==> config.mk <==
export PLATFORM = sky130hd
export DESIGN_NAME = rv32_lsu_flat
export DESIGN_NICKNAME = d
export VERILOG_FILES = /design/src/rtl/rv32_lsu_if.sv /design/src/rtl/rv32_lsu.sv /design/src/flat_wrapper.sv
export SDC_FILE = /design/constraint.sdc
export NUM_CORES = 1
export LEC_CHECK = 0
export CAP_MARGIN = 25
export CORE_UTILIZATION = 43
export CTS_BUF_LIST = sky130_fd_sc_hd__clkbuf_4
export DETAILED_ROUTE_END_ITERATION = 16
export DONT_BUFFER_PORTS = 1
export GPL_TIMING_DRIVEN = 0
export PLACE_DENSITY = 0.64
export SYNTH_ARGS = -nofsm -noshare
export SYNTH_HDL_FRONTEND = slang
export SYNTH_SLANG_ARGS = --single-unit
==> constraint.sdc <==
create_clock -name i_clock -period 2.3 [get_ports i_clock]
set_input_delay 0.23 -clock i_clock [delete_from_list [all_inputs] [get_ports i_clock]]
set_output_delay 0.23 -clock i_clock [all_outputs]
set_load 0.01 [all_outputs]
==> src/rtl/rv32_lsu_if.sv <==
// Core/RAM-facing bundle of the rv32_lsu: request, response and data-RAM signals.
// The slave modport is the LSU side; the master modport is the core plus RAM side.
interface rv32_lsu_if #(
    parameter int MEM_AW = 16
) ();
    logic              req_valid;
    logic              req_ready;
    logic              req_we;
    logic [2:0]        req_memop;
    logic [31:0]       req_addr;
    logic [31:0]       req_wdata;
    logic              resp_valid;
    logic [31:0]       resp_rdata;
    logic              resp_err;
    logic [MEM_AW-1:0] mem_addr;
    logic              mem_re;
    logic              mem_we;
    logic [31:0]       mem_wdata;
    logic [31:0]       mem_rdata;

    modport slave (
        input  req_valid, req_we, req_memop, req_addr, req_wdata, mem_rdata,
        output req_ready, resp_valid, resp_rdata, resp_err,
               mem_addr, mem_re, mem_we, mem_wdata
    );

    modport master (
        output req_valid, req_we, req_memop, req_addr, req_wdata, mem_rdata,
        input  req_ready, resp_valid, resp_rdata, resp_err,
               mem_addr, mem_re, mem_we, mem_wdata
    );
endinterface

==> src/rtl/rv32_lsu.sv <==
// RV32I load/store unit against a word-wide synchronous RAM without byte enables.
// Sub-word stores are read-modify-write; loads are lane-selected and extended.
module rv32_lsu #(
    parameter int MEM_AW = 16
) (
    input  logic      i_clock,
    input  logic      i_reset,
    rv32_lsu_if.slave bus
);

    typedef enum logic [2:0] {
        S_IDLE  = 3'd0,
        S_READ  = 3'd1,
        S_RWAIT = 3'd2,
        S_WRITE = 3'd3,
        S_RESP  = 3'd4
    } state_t;

    state_t r_state;
    state_t w_state_nxt;

    logic              w_accept;
    logic              w_req_err;
    logic              r_we;
    logic [2:0]        r_memop;
    logic [1:0]        r_off;
    logic [15:0]       r_wdata;

    logic              r_req_ready;
    logic              r_resp_valid;
    logic              r_resp_err;
    logic [31:0]       r_resp_rdata;
    logic              r_mem_re;
    logic              r_mem_we;
    logic [MEM_AW-1:0] r_mem_addr;
    logic [31:0]       r_mem_wdata;

    logic              w_req_ready_nxt;
    logic              w_resp_valid_nxt;
    logic              w_resp_err_nxt;
    logic [31:0]       w_resp_rdata_nxt;
    logic              w_mem_re_nxt;
    logic              w_mem_we_nxt;

    logic              w_unused_addr;

    // Illegal encodings, loads-only encodings used for stores, and misalignment.
    function automatic logic f_req_err(input logic we, input logic [2:0] memop,
                                       input logic [1:0] addr_lo);
        logic illegal;
        logic misaligned;
        illegal    = (memop == 3'b011) || (memop == 3'b110) || (memop == 3'b111) ||
                     (we && memop[2]);
        misaligned = ((memop[1:0] == 2'b01) && addr_lo[0]) ||
                     ((memop == 3'b010) && (addr_lo != 2'b00));
        return illegal || misaligned;
    endfunction

    function automatic logic [31:0] f_extend(input logic [31:0] word, input logic [2:0] memop,
                                             input logic [1:0] off);
        logic [7:0]  b;
        logic [15:0] h;
        logic [31:0] res;
        case (off)
            2'b00:   b = word[7:0];
            2'b01:   b = word[15:8];
            2'b10:   b = word[23:16];
            2'b11:   b = word[31:24];
            default: b = 8'h00;
        endcase
        h = off[1] ? word[31:16] : word[15:0];
        case (memop)
            3'b000:  res = {{24{b[7]}}, b};
            3'b001:  res = {{16{h[15]}}, h};
            3'b010:  res = word;
            3'b100:  res = {24'h000000, b};
            3'b101:  res = {16'h0000, h};
            default: res = 32'h00000000;
        endcase
        return res;
    endfunction

    function automatic logic [31:0] f_merge(input logic [31:0] word, input logic [15:0] data,
                                            input logic [2:0] memop, input logic [1:0] off);
        logic [31:0] res;
        res = word;
        case (memop[1:0])
            2'b00: begin
                case (off)
                    2'b00:   res[7:0]   = data[7:0];
                    2'b01:   res[15:8]  = data[7:0];
                    2'b10:   res[23:16] = data[7:0];
                    2'b11:   res[31:24] = data[7:0];
                    default: res        = word;
                endcase
            end
            2'b01: begin
                if (off[1]) begin
                    res[31:16] = data;
                end else begin
                    res[15:0] = data;
                end
            end
            default: res = word;
        endcase
        return res;
    endfunction

    // Address bits above the RAM window alias and are deliberately dropped.
    assign w_unused_addr = ^bus.req_addr[31:MEM_AW+2];

    assign w_accept  = r_req_ready & bus.req_valid;
    assign w_req_err = f_req_err(bus.req_we, bus.req_memop, bus.req_addr[1:0]);

    // State register.
    always_ff @(posedge i_clock or negedge i_reset) begin
        if (!i_reset) begin
            r_state <= S_IDLE;
        end else begin
            r_state <= w_state_nxt;
        end
    end

    // Next-state decode; errors skip straight to the response.
    always_comb begin
        w_state_nxt = r_state;
        case (r_state)
            S_IDLE: begin
                if (!w_accept) begin
                    w_state_nxt = S_IDLE;
                end else if (w_req_err) begin
                    w_state_nxt = S_RESP;
                end else if (bus.req_we && (bus.req_memop == 3'b010)) begin
                    w_state_nxt = S_WRITE;
                end else begin
                    w_state_nxt = S_READ;
                end
            end
            S_READ:  w_state_nxt = S_RWAIT;
            S_RWAIT: w_state_nxt = r_we ? S_WRITE : S_RESP;
            S_WRITE: w_state_nxt = S_RESP;
            S_RESP:  w_state_nxt = S_IDLE;
            default: w_state_nxt = S_IDLE;
        endcase
    end

    // Output decode, looking one state ahead so every output leaves a flop.
    always_comb begin
        w_req_ready_nxt  = (w_state_nxt == S_IDLE);
        w_mem_re_nxt     = (w_state_nxt == S_READ);
        w_mem_we_nxt     = (w_state_nxt == S_WRITE);
        w_resp_valid_nxt = (w_state_nxt == S_RESP);
        w_resp_err_nxt   = 1'b0;
        w_resp_rdata_nxt = 32'h00000000;
        if ((r_state == S_IDLE) && w_accept && w_req_err) begin
            w_resp_err_nxt = 1'b1;
        end else begin
            w_resp_err_nxt = 1'b0;
        end
        if ((r_state == S_RWAIT) && !r_we) begin
            w_resp_rdata_nxt = f_extend(bus.mem_rdata, r_memop, r_off);
        end else begin
            w_resp_rdata_nxt = 32'h00000000;
        end
    end

    // Registered handshake, response and RAM strobes.
    always_ff @(posedge i_clock or negedge i_reset) begin
        if (!i_reset) begin
            r_req_ready  <= 1'b0;
            r_resp_valid <= 1'b0;
            r_resp_err   <= 1'b0;
            r_resp_rdata <= 32'h00000000;
            r_mem_re     <= 1'b0;
            r_mem_we     <= 1'b0;
        end else begin
            r_req_ready  <= w_req_ready_nxt;
            r_resp_valid <= w_resp_valid_nxt;
            r_resp_err   <= w_resp_err_nxt;
            r_resp_rdata <= w_resp_rdata_nxt;
            r_mem_re     <= w_mem_re_nxt;
            r_mem_we     <= w_mem_we_nxt;
        end
    end

    // Request capture and RAM word/address; the merged word only reaches the RAM in WRITE.
    always_ff @(posedge i_clock or negedge i_reset) begin
        if (!i_reset) begin
            r_we        <= 1'b0;
            r_memop     <= 3'b000;
            r_off       <= 2'b00;
            r_wdata     <= 16'h0000;
            r_mem_addr  <= '0;
            r_mem_wdata <= 32'h00000000;
        end else if (w_accept && !w_req_err) begin
            r_we       <= bus.req_we;
            r_memop    <= bus.req_memop;
            r_off      <= bus.req_addr[1:0];
            r_wdata    <= bus.req_wdata[15:0];
            r_mem_addr <= bus.req_addr[MEM_AW+1:2];
            if (bus.req_we) begin
                r_mem_wdata <= bus.req_wdata;
            end
        end else if ((r_state == S_RWAIT) && r_we) begin
            r_mem_wdata <= f_merge(bus.mem_rdata, r_wdata, r_memop, r_off);
        end
    end

    assign bus.req_ready  = r_req_ready;
    assign bus.resp_valid = r_resp_valid;
    assign bus.resp_err   = r_resp_err;
    assign bus.resp_rdata = r_resp_rdata;
    assign bus.mem_re     = r_mem_re;
    assign bus.mem_we     = r_mem_we;
    assign bus.mem_addr   = r_mem_addr;
    assign bus.mem_wdata  = r_mem_wdata;

endmodule

==> src/flat_wrapper.sv <==
// flat-port wrapper written by rule: the top's interface ports become plain ports
module rv32_lsu_flat 
#(
    parameter int MEM_AW = 16
)
  (i_clock, i_reset, bus_req_valid, bus_req_we, bus_req_memop, bus_req_addr, bus_req_wdata, bus_mem_rdata, bus_req_ready, bus_resp_valid, bus_resp_rdata, bus_resp_err, bus_mem_addr, bus_mem_re, bus_mem_we, bus_mem_wdata);
  rv32_lsu_if #(.MEM_AW(MEM_AW)) bus_i ();
  input  logic i_clock;
  input  logic i_reset;
  input wire logic [$bits(bus_i.req_valid)-1:0] bus_req_valid;
  input wire logic [$bits(bus_i.req_we)-1:0] bus_req_we;
  input wire logic [$bits(bus_i.req_memop)-1:0] bus_req_memop;
  input wire logic [$bits(bus_i.req_addr)-1:0] bus_req_addr;
  input wire logic [$bits(bus_i.req_wdata)-1:0] bus_req_wdata;
  input wire logic [$bits(bus_i.mem_rdata)-1:0] bus_mem_rdata;
  output wire logic [$bits(bus_i.req_ready)-1:0] bus_req_ready;
  output wire logic [$bits(bus_i.resp_valid)-1:0] bus_resp_valid;
  output wire logic [$bits(bus_i.resp_rdata)-1:0] bus_resp_rdata;
  output wire logic [$bits(bus_i.resp_err)-1:0] bus_resp_err;
  output wire logic [$bits(bus_i.mem_addr)-1:0] bus_mem_addr;
  output wire logic [$bits(bus_i.mem_re)-1:0] bus_mem_re;
  output wire logic [$bits(bus_i.mem_we)-1:0] bus_mem_we;
  output wire logic [$bits(bus_i.mem_wdata)-1:0] bus_mem_wdata;
  assign bus_i.req_valid = bus_req_valid;
  assign bus_i.req_we = bus_req_we;
  assign bus_i.req_memop = bus_req_memop;
  assign bus_i.req_addr = bus_req_addr;
  assign bus_i.req_wdata = bus_req_wdata;
  assign bus_i.mem_rdata = bus_mem_rdata;
  assign bus_req_ready = bus_i.req_ready;
  assign bus_resp_valid = bus_i.resp_valid;
  assign bus_resp_rdata = bus_i.resp_rdata;
  assign bus_resp_err = bus_i.resp_err;
  assign bus_mem_addr = bus_i.mem_addr;
  assign bus_mem_re = bus_i.mem_re;
  assign bus_mem_we = bus_i.mem_we;
  assign bus_mem_wdata = bus_i.mem_wdata;
  rv32_lsu #(.MEM_AW(MEM_AW)) u_core (.i_clock(i_clock), .i_reset(i_reset), .bus(bus_i));
endmodule
==> results.md, run 1 <==
- Fraction of post-synthesis cell area in the top cell type by area: 0.524
- Num CTS Buffers: 9
- Routed WL per cell: 21.2 um
- Number of cells on the worst reg-to-reg path: 6
- Cells after DPL: 705
- DR vias/cell: between 5 and 6
- Count of final max-slew check failures: 0
- Number of I/O pins: about 190
- Yosys warning total: 0
- Number of clock sinks: 110
- Pin count of the biggest net entering global routing: around 110
- Post-cts hold buffer count: 81
- Post-detailed-placement half-perimeter wirelength: 11900 um
- Number of nets in the layout: between 700 and 800
- Crit path arrival time: approximately 2.6 ns
- CP Data Required Time: 2.73 ns
- Starting utilization of the core area: 0.440
- Remaining global-route overflow: 0
- Filler-free cell count of the finished design: approximately 800
- Startpoint type of the worst setup path: flop
- Run status: finished, violations left
- Most instantiated flip-flop cell in the synthesis netlist: dfrtp_1
- Worst-Margin Slew: between 0.7 and 0.8 ns
- Placeable core area: ~12000 um^2
- Fraction of synthesized area in multiplexers: 0.0571
- Hold Crit Class: in2async
- Number of maximum-capacitance constraint violations: 0
- Initial detailed-routing violation count: between 400 and 500
- Net count of the mapped netlist: approximately 660
- Adder and majority cell fraction of the synthesized area: 0
- CTS Buffer Depth: 2
- RSZ-0062 raised after global routing: yes
- Setup-violating endpoint count in the final report: 0
- Share of flip-flops with an asynchronous set or reset after synthesis: 1.00
- Std cell rows: 40
- XOR/XNOR Fraction of Synth Area: 0
- Full die area: approximately 13000 um^2
- Number of global-route vias before repair: 4700
- Clock skew after layout: ~0.028 ns
- TritonCTS clock tree: built
- Dominant combinational cell family by area after synthesis: compound AO/OA/AOI/OAI gates
- Setup crit end kind: flop
- Complex-gate fraction of the synthesized area: 0.192
- Post-Route Hold Slack: -0.582 ns
- Maximum achievable frequency: 455 MHz
- Most used standard cells in the synthesized netlist: nand2_1 (133), dfrtp_1 (110), a21oi_1 (60), clkbuf_1 (32), o21ai_0 (20)
- Mapped Cells: 558
- Antenna violations before repair: 0
- First-pass GRT wire length: 26300 um
- Overall Global Routing Usage: 0.274
- Number of antenna diodes: 0
- Synthesized area per cell: roughly 9.4 um^2
- Post-CTS Repair Setup Buffers: 0
- Routed via count: ~4700
- Hold violation total from the final report: 110
- Number of remaining DRC errors: 0
- Height of the chip: ~110 um
- Maximum ir drop on the vdd rail: between 400 and 500 uV
- Final period demand of the worst path: about 2.2 ns
- PwrDens: 1190 nW/um^2
- Layout cell share with drive strength beyond 1: 0.0916
- Most frequent cell after synthesis: nand2_1
- Buffer type at the clock tree root: clkbuf_4
- Final weighted congestion of routability-driven global placement: between 0.8 and 0.9
- Die X-Extent: about 110 um
- Relative slew slack: 0.523
- Total wire length: between 15000 and 20000 um
- Area growth from synthesis to layout: 22.7%
- Post-route core utilization: 0.539
- Worst-path clk slew: approximately 0.18 ns
- Number of distinct library cell variants in the gate-level netlist after synthesis: 43
- Simple-Gate Fraction of Synth Area: 0.183
- Static power due to leakage: between 0.002 and 0.003 uW
- IO Port Bufs: 0
- Number of register bits inferred by synthesis: 110
- Final cycle utilization of the critical path: 0.956
- Count of flip-flops with a built-in enable after synthesis: 0
- Netlist area before placement: 5260 um^2
- Violated checks: negative hold slack
- Part of the Yosys area used for sequential elements: 0.524
- Setup Crit Path Kind: reg2reg
- Cell taking the most area after synthesis: dfrtp_1
- CTS HTree Levels: 3
- Latest clock arrival within the worst-skew pair: about 0.5 ns
- Number of nets still failing antenna checks after routing: 0
- Highest net fanout along the worst path: 10
- DRT Pass-1 Iters: 8
- Leading cell types by total area after synthesis: dfrtp_1 (52%), nand2_1 (9.5%), a21oi_1 (5.7%), a221o_1 (2.7%), mux2_2 (2.6%)
-- placed cells by master (no fill, tap or decap), types with 11 or more instances in the layout --
cell type      instances
nand2_1              133
dfrtp_1              110
a211oi_1              12
a31oi_1               11
o21ai_0               20
nor2_1                14
clkbuf_1              28
nand2b_1              11
inv_1                 13
nand3_1               15
nor4_1                13
dlygate4sd3_1         81
a21oi_1               60
a221o_1               14
mux2_2                12
-- what timing repair did --
item / 4_1_cts / 5_1_grt
hold endpoints to repair: 201 / 110
resized for setup: 0 / 12
setup endpoints to repair: 0 / 39
-- per-layer routing --
metal  vias up  share of wire  track usage
li1       2181              -            -
met1      2299           0.43        0.364
met2       247           0.47        0.443
met3        22          0.082       0.0664
met4         0          0.016       0.0844
met5         -              0            0
-- logic make-up (layout without fill, tap and decap cells) --
logic type      count (synthesis)  in the layout
simple gates                  212            212
buf+inv                        56            153
mux                            25             25
compound gates                155            155
flops                         110            110
-- where the power goes --
part | switching (uW) | internal, uW | total, uW
Combinational | 1760 | 1250 | 3010
Sequential | 823 | 2650 | 3470
Clock | 647 | 545 | 1190
-- worst max-delay path: stages, from the launching register on --
cell      delay (ns)
dfrtp_1         0.43
clkbuf_1        0.22
nor2_1          0.38
clkbuf_1        0.43
a21oi_1         0.13
nor4_1          0.37
a221o_1         0.18
-- worst paths after layout --
check,startpoint,slack [ns],endpoint
max,u_core.r_memop[1],0.10,u_core.bus.mem_wdata[14]
min,i_reset,-0.58,u_core.bus.mem_addr[8]
max reg2reg,u_core.r_memop[1],0.10,u_core.bus.mem_wdata[14]
min reg2reg,u_core.r_wdata[13],0.49,u_core.r_wdata[13]
max in group asynchronous,i_reset,2.73,u_core.r_wdata[6]
min in group i_clock,bus_mem_rdata[8],0.03,u_core.bus.resp_rdata[8]
-- flip-flops by register name, summed over array words and instances, names as in the netlist --
signal	cells
u_core.bus.mem_re	1
u_core.r_off	2
u_core.bus.mem_addr	16
u_core.bus.mem_we	1
u_core.r_we	1
u_core.r_wdata	16
u_core.bus.resp_rdata	32
u_core.bus.resp_valid	1
u_core.bus.resp_err	1
u_core.bus.mem_wdata	32
u_core.r_memop	3
u_core.bus.req_ready	1
u_core.r_state	3
-- cell type report --
type / instances / area, um^2
Timing Repair Buffer: 81 / 811
Sequential cell: 110 / 2750
Inverter: 13 / 48.8
Fill cell: 1053 / 5510
Clock buffer: 9 / 67.6
Multi-Input combinational cell: 392 / 2290
Clock inverter: 7 / 113
Buffer: 43 / 189
Tap cell: 147 / 184
-- stage by stage --
stage          area (um^2)  TNS [ns]  power [uW]  setup WS [ns]
2_1_floorplan         5260         0        5510          0.346
3_3_place_gp          5440         0        6220          0.140
3_5_place_dp          5440         0        6290         0.0871
4_1_cts               6430         0        7600         0.0420
5_1_grt               6450   -0.0758        8150        -0.0364
6_report              6450         0        7670          0.101
Note: power is estimated with default switching activity, not from simulation.
==> inputs of run 2 (changes only) <==
--- a/config.mk
+++ b/config.mk
@@ -6,5 +6,4 @@
 export NUM_CORES = 1
 export LEC_CHECK = 0
-export CAP_MARGIN = 25
 export CORE_UTILIZATION = 43
 export CTS_BUF_LIST = sky130_fd_sc_hd__clkbuf_4
==> constraint.sdc (replaced) <==
create_clock -name i_clock -period 2.3 [get_ports i_clock]
set_input_delay 0.23 -clock i_clock [delete_from_list [all_inputs] [get_ports i_clock]]
set_output_delay 0.23 -clock i_clock [all_outputs]
set_load 0.1 [all_outputs]
==> run 2 against run 1 <==
Against the previous run:
- the flow still finishes with violations (negative hold slack)
- sequential share of layout area is 0.091 points higher
- final area about the same
- via count grew 0.57%
- maximum frequency up 2.7%
- largest cell class unchanged
- register-to-register slack better by 0.06 ns
- non-clock buffer count decreased by 1
- clock skew decreased by 0.011 ns
- clock-buffer cell count increased by 3
- core utilization about the same
==> results.md, run 2 (synthesis results as in run 1) <==
- Maximum achievable frequency: 467 MHz (+2.7%)
- Most frequent cells in the layout: nand2_1 (132), dfrtp_1 (109), dlygate4sd3_1 (80)
- Routed via count: 4776 (+0.57%)
- First-pass GRT wire length: 26100 um (-0.66%)
- Num CTS Buffers: 9 (unchanged)
- CTS Buffer Depth: 2 (unchanged)
- Initial detailed-routing violation count: 420 (-12%)
- DR vias/cell: 5.96 (+0.69%)
- DRT Pass-1 Iters: 5 (-3)
- Setup Crit Path Kind: reg2reg
- Highest net fanout along the worst path: 10 (unchanged)
- Placeable core area: 12000 um^2 (unchanged)
- Setup-violating endpoint count in the final report: 0 (unchanged)
- Post-cts hold buffer count: 80 (-1.2%)
- Worst path setup slack after routing: 0.159 ns (+0.0577 ns)
- Std cell rows: 40 (unchanged)
- TritonCTS clock tree: built
- Post-detailed-placement half-perimeter wirelength: 11700 um (-1.6%)
- Setup TNS: 0 ns (unchanged)
- Routed WL per cell: 21.0 um (-0.96%)
- Antenna violations before repair: 0 (unchanged)
- Number of I/O pins: 188 (unchanged)
- Worst setup path startpoint: u_core.r_memop[0]
- Final cycle utilization of the critical path: 0.931 (-0.0251)
- Violated checks: negative hold slack
- Area growth from synthesis to layout: 22.6% (about the same)
- WP buf/inv: 3 (+1)
- Post-Route Hold Slack: -0.588 ns (-0.00598 ns)
- Hold violation total from the final report: 110 (unchanged)
- Die X-Extent: 113 um (unchanged)
- Buffer type at the clock tree root: clkbuf_4
- Number of antenna diodes: 0 (unchanged)
- Setup crit end kind: flop
- Remaining global-route overflow: 0 (unchanged)
- Cell family contributing the most delay on the critical path: buffers and inverters
- Relative slew slack: 0.376 (-0.148)
- Number of global-route vias before repair: 4853 (+3.3%)
- Crit path arrival time: 2.57 ns (-0.05 ns)
- Crit path cell chain: clkbuf_1 > or2_2 > clkbuf_1 > clkbuf_1 > a21oi_1 > nor4_1 > a221o_1
- Most common cell after layout, fill and taps aside: nand2_1
- Layout cell share with drive strength beyond 1: 0.107 (+0.0154)
- Worst setup slack after placement: 0.000779 ns (-0.0863 ns)
- Full die area: 12700 um^2 (unchanged)
- Critical path's largest stage delay: 0.40 ns (-0.03 ns)
- RSZ-0062 raised after global routing: no
- Total wire length: 16800 um (-1.1%)
- Worst-Margin Slew: 0.937 ns (+0.224 ns)
- Worst-path clk slew: 0.17 ns (about the same)
- Run status: finished, violations left
- Clock skew after layout: 0.0167 ns (-0.0112 ns)
- Number of remaining DRC errors: 0 (unchanged)
- Most Frequent Cell on Critical Path: clkbuf_1
- CP Data Required Time: 2.73 ns (about the same)
- Number of nets still failing antenna checks after routing: 0 (unchanged)
- Final weighted congestion of routability-driven global placement: 0.909 (+3.4%)
- Starting utilization of the core area: 0.440 (unchanged)
- IO Port Bufs: 0 (unchanged)
- CP max stage cell: nor4_1
- Count of final max-slew check failures: 0 (unchanged)
- Latest clock arrival within the worst-skew pair: 0.49 ns (about the same)
- Number of nets in the layout: 752 (-0.13%)
- Number of clock sinks: 110 (unchanged)
- Final period demand of the worst path: 2.14 ns (-0.0577 ns)
- Number of maximum-capacitance constraint violations: 0 (unchanged)
- Post-route core utilization: 0.539 (about the same)
- Number of filler cells placed in the layout: 1068 (+1.4%)
- Hold Crit Class: in2async
- CTS HTree Levels: 3 (unchanged)
- Startpoint type of the worst setup path: flop
- Pin count of the biggest net entering global routing: 111 (unchanged)
- Height of the chip: 113 um (unchanged)
- Worst reg2reg startpoint: u_core.r_memop[0]
- Overall Global Routing Usage: 0.272 (-0.00201)
-- run 2: changes by cell type in the layout (fill, tap and decap cells not counted), moves of 2 or more --
cell / change
clkbuf_2: +6
clkbuf_1: -5
clkbuf_4: +3
clkinv_2: -2
-- run 2: worst paths after layout --
check                                      endpoint  slack (ns)  depth (start not counted)
setup / recovery           u_core.bus.mem_wdata[13]        0.16                          7
hold / removal             u_core.bus.mem_wdata[30]       -0.59                          0
setup reg to reg           u_core.bus.mem_wdata[13]        0.16                          7
hold reg to reg                   u_core.r_wdata[9]        0.49                          2
max in group asynchronous         u_core.r_wdata[6]        2.73                          0
min in group i_clock       u_core.bus.mem_wdata[21]           0                          2
-- run 2: layout make-up --
type	count	area, um^2	share of cell area
Inverter	13	48.8	0.00757
Timing Repair Buffer	80	801	0.124
Sequential cell	110	2760	0.428
Multi-Input combinational cell	392	2300	0.357
Clock buffer	12	90.1	0.0140
Buffer	43	196	0.0305
Tap cell	147	184	0.0285
Clock inverter	4	71.3	0.0111
-- run 2: through the flow --
| step | hold WS [ns] | instance area (um^2) | instances |
|---|---|---|---|
| floorplan | -0.0656 | 5260 | 558 |
| global placement | -0.0627 | 5440 | 705 |
| detailed placement | -0.0629 | 5440 | 705 |
| CTS | -0.599 | 6410 | 801 |
| global route | -0.606 | 6450 | 801 |
| finish | -0.588 | 6450 | 801 |
-- run 2: repair_timing --
item                                    4_1_cts  5_1_grt
setup buffers                                 0        0
gates cloned                                  0        0
endpoints found under the setup margin       25       69
hold endpoints to repair                    199      110
resized for setup                             3       22
-- run 2: worst reg2reg max path: stages, from the launching register on --
cell and delay, ns:
dfrtp_1 0.36, clkbuf_1 0.30, or2_2 0.18, clkbuf_1 0.20
clkbuf_1 0.33, a21oi_1 0.13, nor4_1 0.40, a221o_1 0.18
-- run 2: per-layer routing --
layer | vias up | track usage | part of all wire
met3 | 36 | 0.0837 | 0.096
li1 | 2177 | - | -
met2 | 281 | 0.439 | 0.47
met1 | 2282 | 0.342 | 0.41
met4 | 0 | 0.108 | 0.022
met5 | - | 0 | 0
Power of run 2 is not shown: default switching activity piles up to over one toggle a cycle in this logic, so the estimate is an artifact.
==> inputs of run 3 (changes only) <==
- CTS_CLUSTER_SIZE: default -> 40
- MAX_ROUTING_LAYER: default -> met4
==> run 3 against run 2 <==
Against the previous run:
- the flow still finishes with violations (negative hold slack)
- sequential cell count unchanged
- final cell count unchanged
- register-to-register slack barely moved
- core utilization shrank 0.17 points
- sequential share of layout area is 0.13 points higher
- critical path depth down 1
- global-route usage is 0.62 points higher
- clock skew grew 0.0041 ns
- routed wire length up 0.51%
- critical endpoint is now u_core.bus.mem_wdata[30]
==> results.md, run 3 (synthesis results as in run 1) <==
- Most frequent cells in the layout: nand2_1 (132), dfrtp_1 (109), dlygate4sd3_1 (79)
- Number of I/O pins: 188 (unchanged)
- Final cycle utilization of the critical path: 0.932 (+0.000994)
- Setup-violating endpoint count in the final report: 0 (unchanged)
- Met3 layer wire length in the routed design: 1480 um (-8.4%)
- Number of clock sinks: 110 (unchanged)
- Detailed-routed wire length on met2: 8080 um (+2.7%)
- Full die area: 12700 um^2 (unchanged)
- DRT Pass-1 Iters: 7 (+2)
- Worst-path clk slew: 0.16 ns (about the same)
- Maximum achievable frequency: 467 MHz (-0.11%)
- Number of remaining DRC errors: 0 (unchanged)
- Violated checks: negative hold slack
- Highest net fanout along the worst path: 10 (unchanged)
- Hold Crit Class: in2async
- Placeable core area: 12000 um^2 (unchanged)
- Clock skew after layout: 0.0208 ns (+0.00406 ns)
- Hold violation total from the final report: 110 (unchanged)
- Count of final max-slew check failures: 0 (unchanged)
- Number of global-route vias before repair: 4873 (+0.41%)
- Cells after DPL: 705 (unchanged)
- Overall Global Routing Usage: 0.278 (+0.00623)
- Buffer type at the clock tree root: clkbuf_4
- Latest clock arrival within the worst-skew pair: 0.47 ns (-0.02 ns)
- CTS Buffer Depth: 2 (unchanged)
- CP Data Required Time: 2.66 ns (-0.07 ns)
- Height of the chip: 113 um (unchanged)
- Final weighted congestion of routability-driven global placement: 0.926 (+1.9%)
- Setup Crit Path Kind: reg2reg
- Pin count of the biggest net entering global routing: 111 (unchanged)
- CP max stage cell: buf_1
- Number of cells on the worst reg-to-reg path: 6 (-1)
- Worst-Margin Slew: 0.938 ns (+0.00167 ns)
- Crit path cell chain: clkbuf_1 > buf_1 > a21boi_0 > o32a_1 > o22ai_1 > o221ai_1
- Post-Route Hold Slack: -0.575 ns (+0.0129 ns)
- Run status: finished, violations left
- Layout cell share with drive strength beyond 1: 0.101 (-0.00596)
- Post-detailed-placement half-perimeter wirelength: 11800 um (+0.83%)
- Number of nets in the layout: 751 (-0.13%)
- Post-cts hold buffer count: 79 (-1.3%)
- Setup crit end kind: flop
- Number of maximum-capacitance constraint violations: 0 (unchanged)
- Relative slew slack: 0.374 (-0.00111)
- Remaining global-route overflow: 0 (unchanged)
- Initial detailed-routing violation count: 417 (-0.71%)
- Total wire length: 16900 um (+0.51%)
- RSZ-0062 raised after global routing: no
- Filler-free cell count of the finished design: 801 (unchanged)
- Critical register-to-register path endpoint: u_core.bus.mem_wdata[30]
- Worst reg2reg startpoint: u_core.r_off[1]
- CTS HTree Levels: 3 (unchanged)
- Starting utilization of the core area: 0.440 (unchanged)
- Number of nets still failing antenna checks after routing: 0 (unchanged)
- Routed via count: 4798 (+0.46%)
- DR vias/cell: 5.99 (+0.46%)
- Critical path's largest stage delay: 0.43 ns (+0.03 ns)
- First-pass GRT wire length: 26000 um (-0.61%)
- Most common cell after layout, fill and taps aside: nand2_1
- IO Port Bufs: 0 (unchanged)
- Routed WL per cell: 21.1 um (+0.51%)
- Setup slack of the most critical reg-to-reg path: 0.16 ns (about the same)
- Highest layer used for signal routing: met4
- Wire length on met1: 6980 um (+0.59%)
- Antenna violations before repair: 1 (+1)
- Final period demand of the worst path: 2.14 ns (+0.00229 ns)
- Crit path arrival time: 2.50 ns (-0.07 ns)
- TritonCTS clock tree: built
- Startpoint type of the worst setup path: flop
- Post-CTS Repair Setup Buffers: 0 (unchanged)
- Area growth from synthesis to layout: 22.2%
- Std cell rows: 40 (unchanged)
- Num CTS Buffers: 9 (unchanged)
- Die X-Extent: 113 um (unchanged)
run 3: changes by cell type in the layout (fill, tap and decap cells not counted):
cell / change
clkbuf_1: +2
clkbuf_2: -2
a21oi_1: +1
a21oi_2: -1
diode_2: +1
dlygate4sd3_1: -1
nor4_1: +1
nor4_2: -1
run 3: stage by stage:
stage	util	worst slack, ns	area (um^2)	TNS (ns)	hold WS (ns)
after floorplan	-	0.261	5260	0	-0.0656
after global placement	0.455	0.0223	5440	0	-0.0627
after detailed placement	0.455	-0.0262	5440	-0.0460	-0.0628
after CTS	0.535	0.0148	6400	0	-0.591
after global routing	0.537	0.00233	6430	0	-0.587
final	0.537	0.157	6430	0	-0.575
run 3: worst max-delay path: cells and delay by family, from the launching register on:
kind / cells / cell delay (ns)
AOI/OAI and AO/OA: 4 / 0.95
DFF: 1 / 0.36
buffers and inverters: 2 / 0.73
run 3: worst max-delay path by stage:
stage / start / to / cells after the start
finish: u_core.r_off[1] / u_core.bus.mem_wdata[30] / 6
global route: u_core.r_memop[0] / u_core.bus.mem_wdata[13] / 7
CTS: u_core.bus.req_ready / u_core.bus.mem_addr[13] / 6
detailed placement: u_core.bus.req_ready / u_core.bus.mem_addr[4] / 6
global placement: u_core.bus.req_ready / u_core.bus.mem_wdata[23] / 6
floorplan: u_core.bus.req_ready / u_core.bus.mem_wdata[0] / 6
run 3: routing by layer:
layer	GRT usage	up-vias
li1	-	2172
met1	0.348	2330
met2	0.447	266
met3	0.0616	30
met4	0.0960	0
met5	-	-
run 3: area by class of cell:
class	count	area, um^2
inverters	13	48.8
fillers	1053	5540
flip-flops and latches	110	2760
well taps	147	184
repair buffers	79	791
multi-input cells	392	2290
plain buffers	43	194
clock inverters	4	71.3
clock buffers	12	90.1
diodes	1	2.50
run 3: what timing repair did:
item,4_1_cts,5_1_grt
gates cloned,0,0
resized for setup,2,18
hold endpoints to repair,199,110
endpoints found under the setup margin,14,56
Power of run 3 is left out for the same reason.
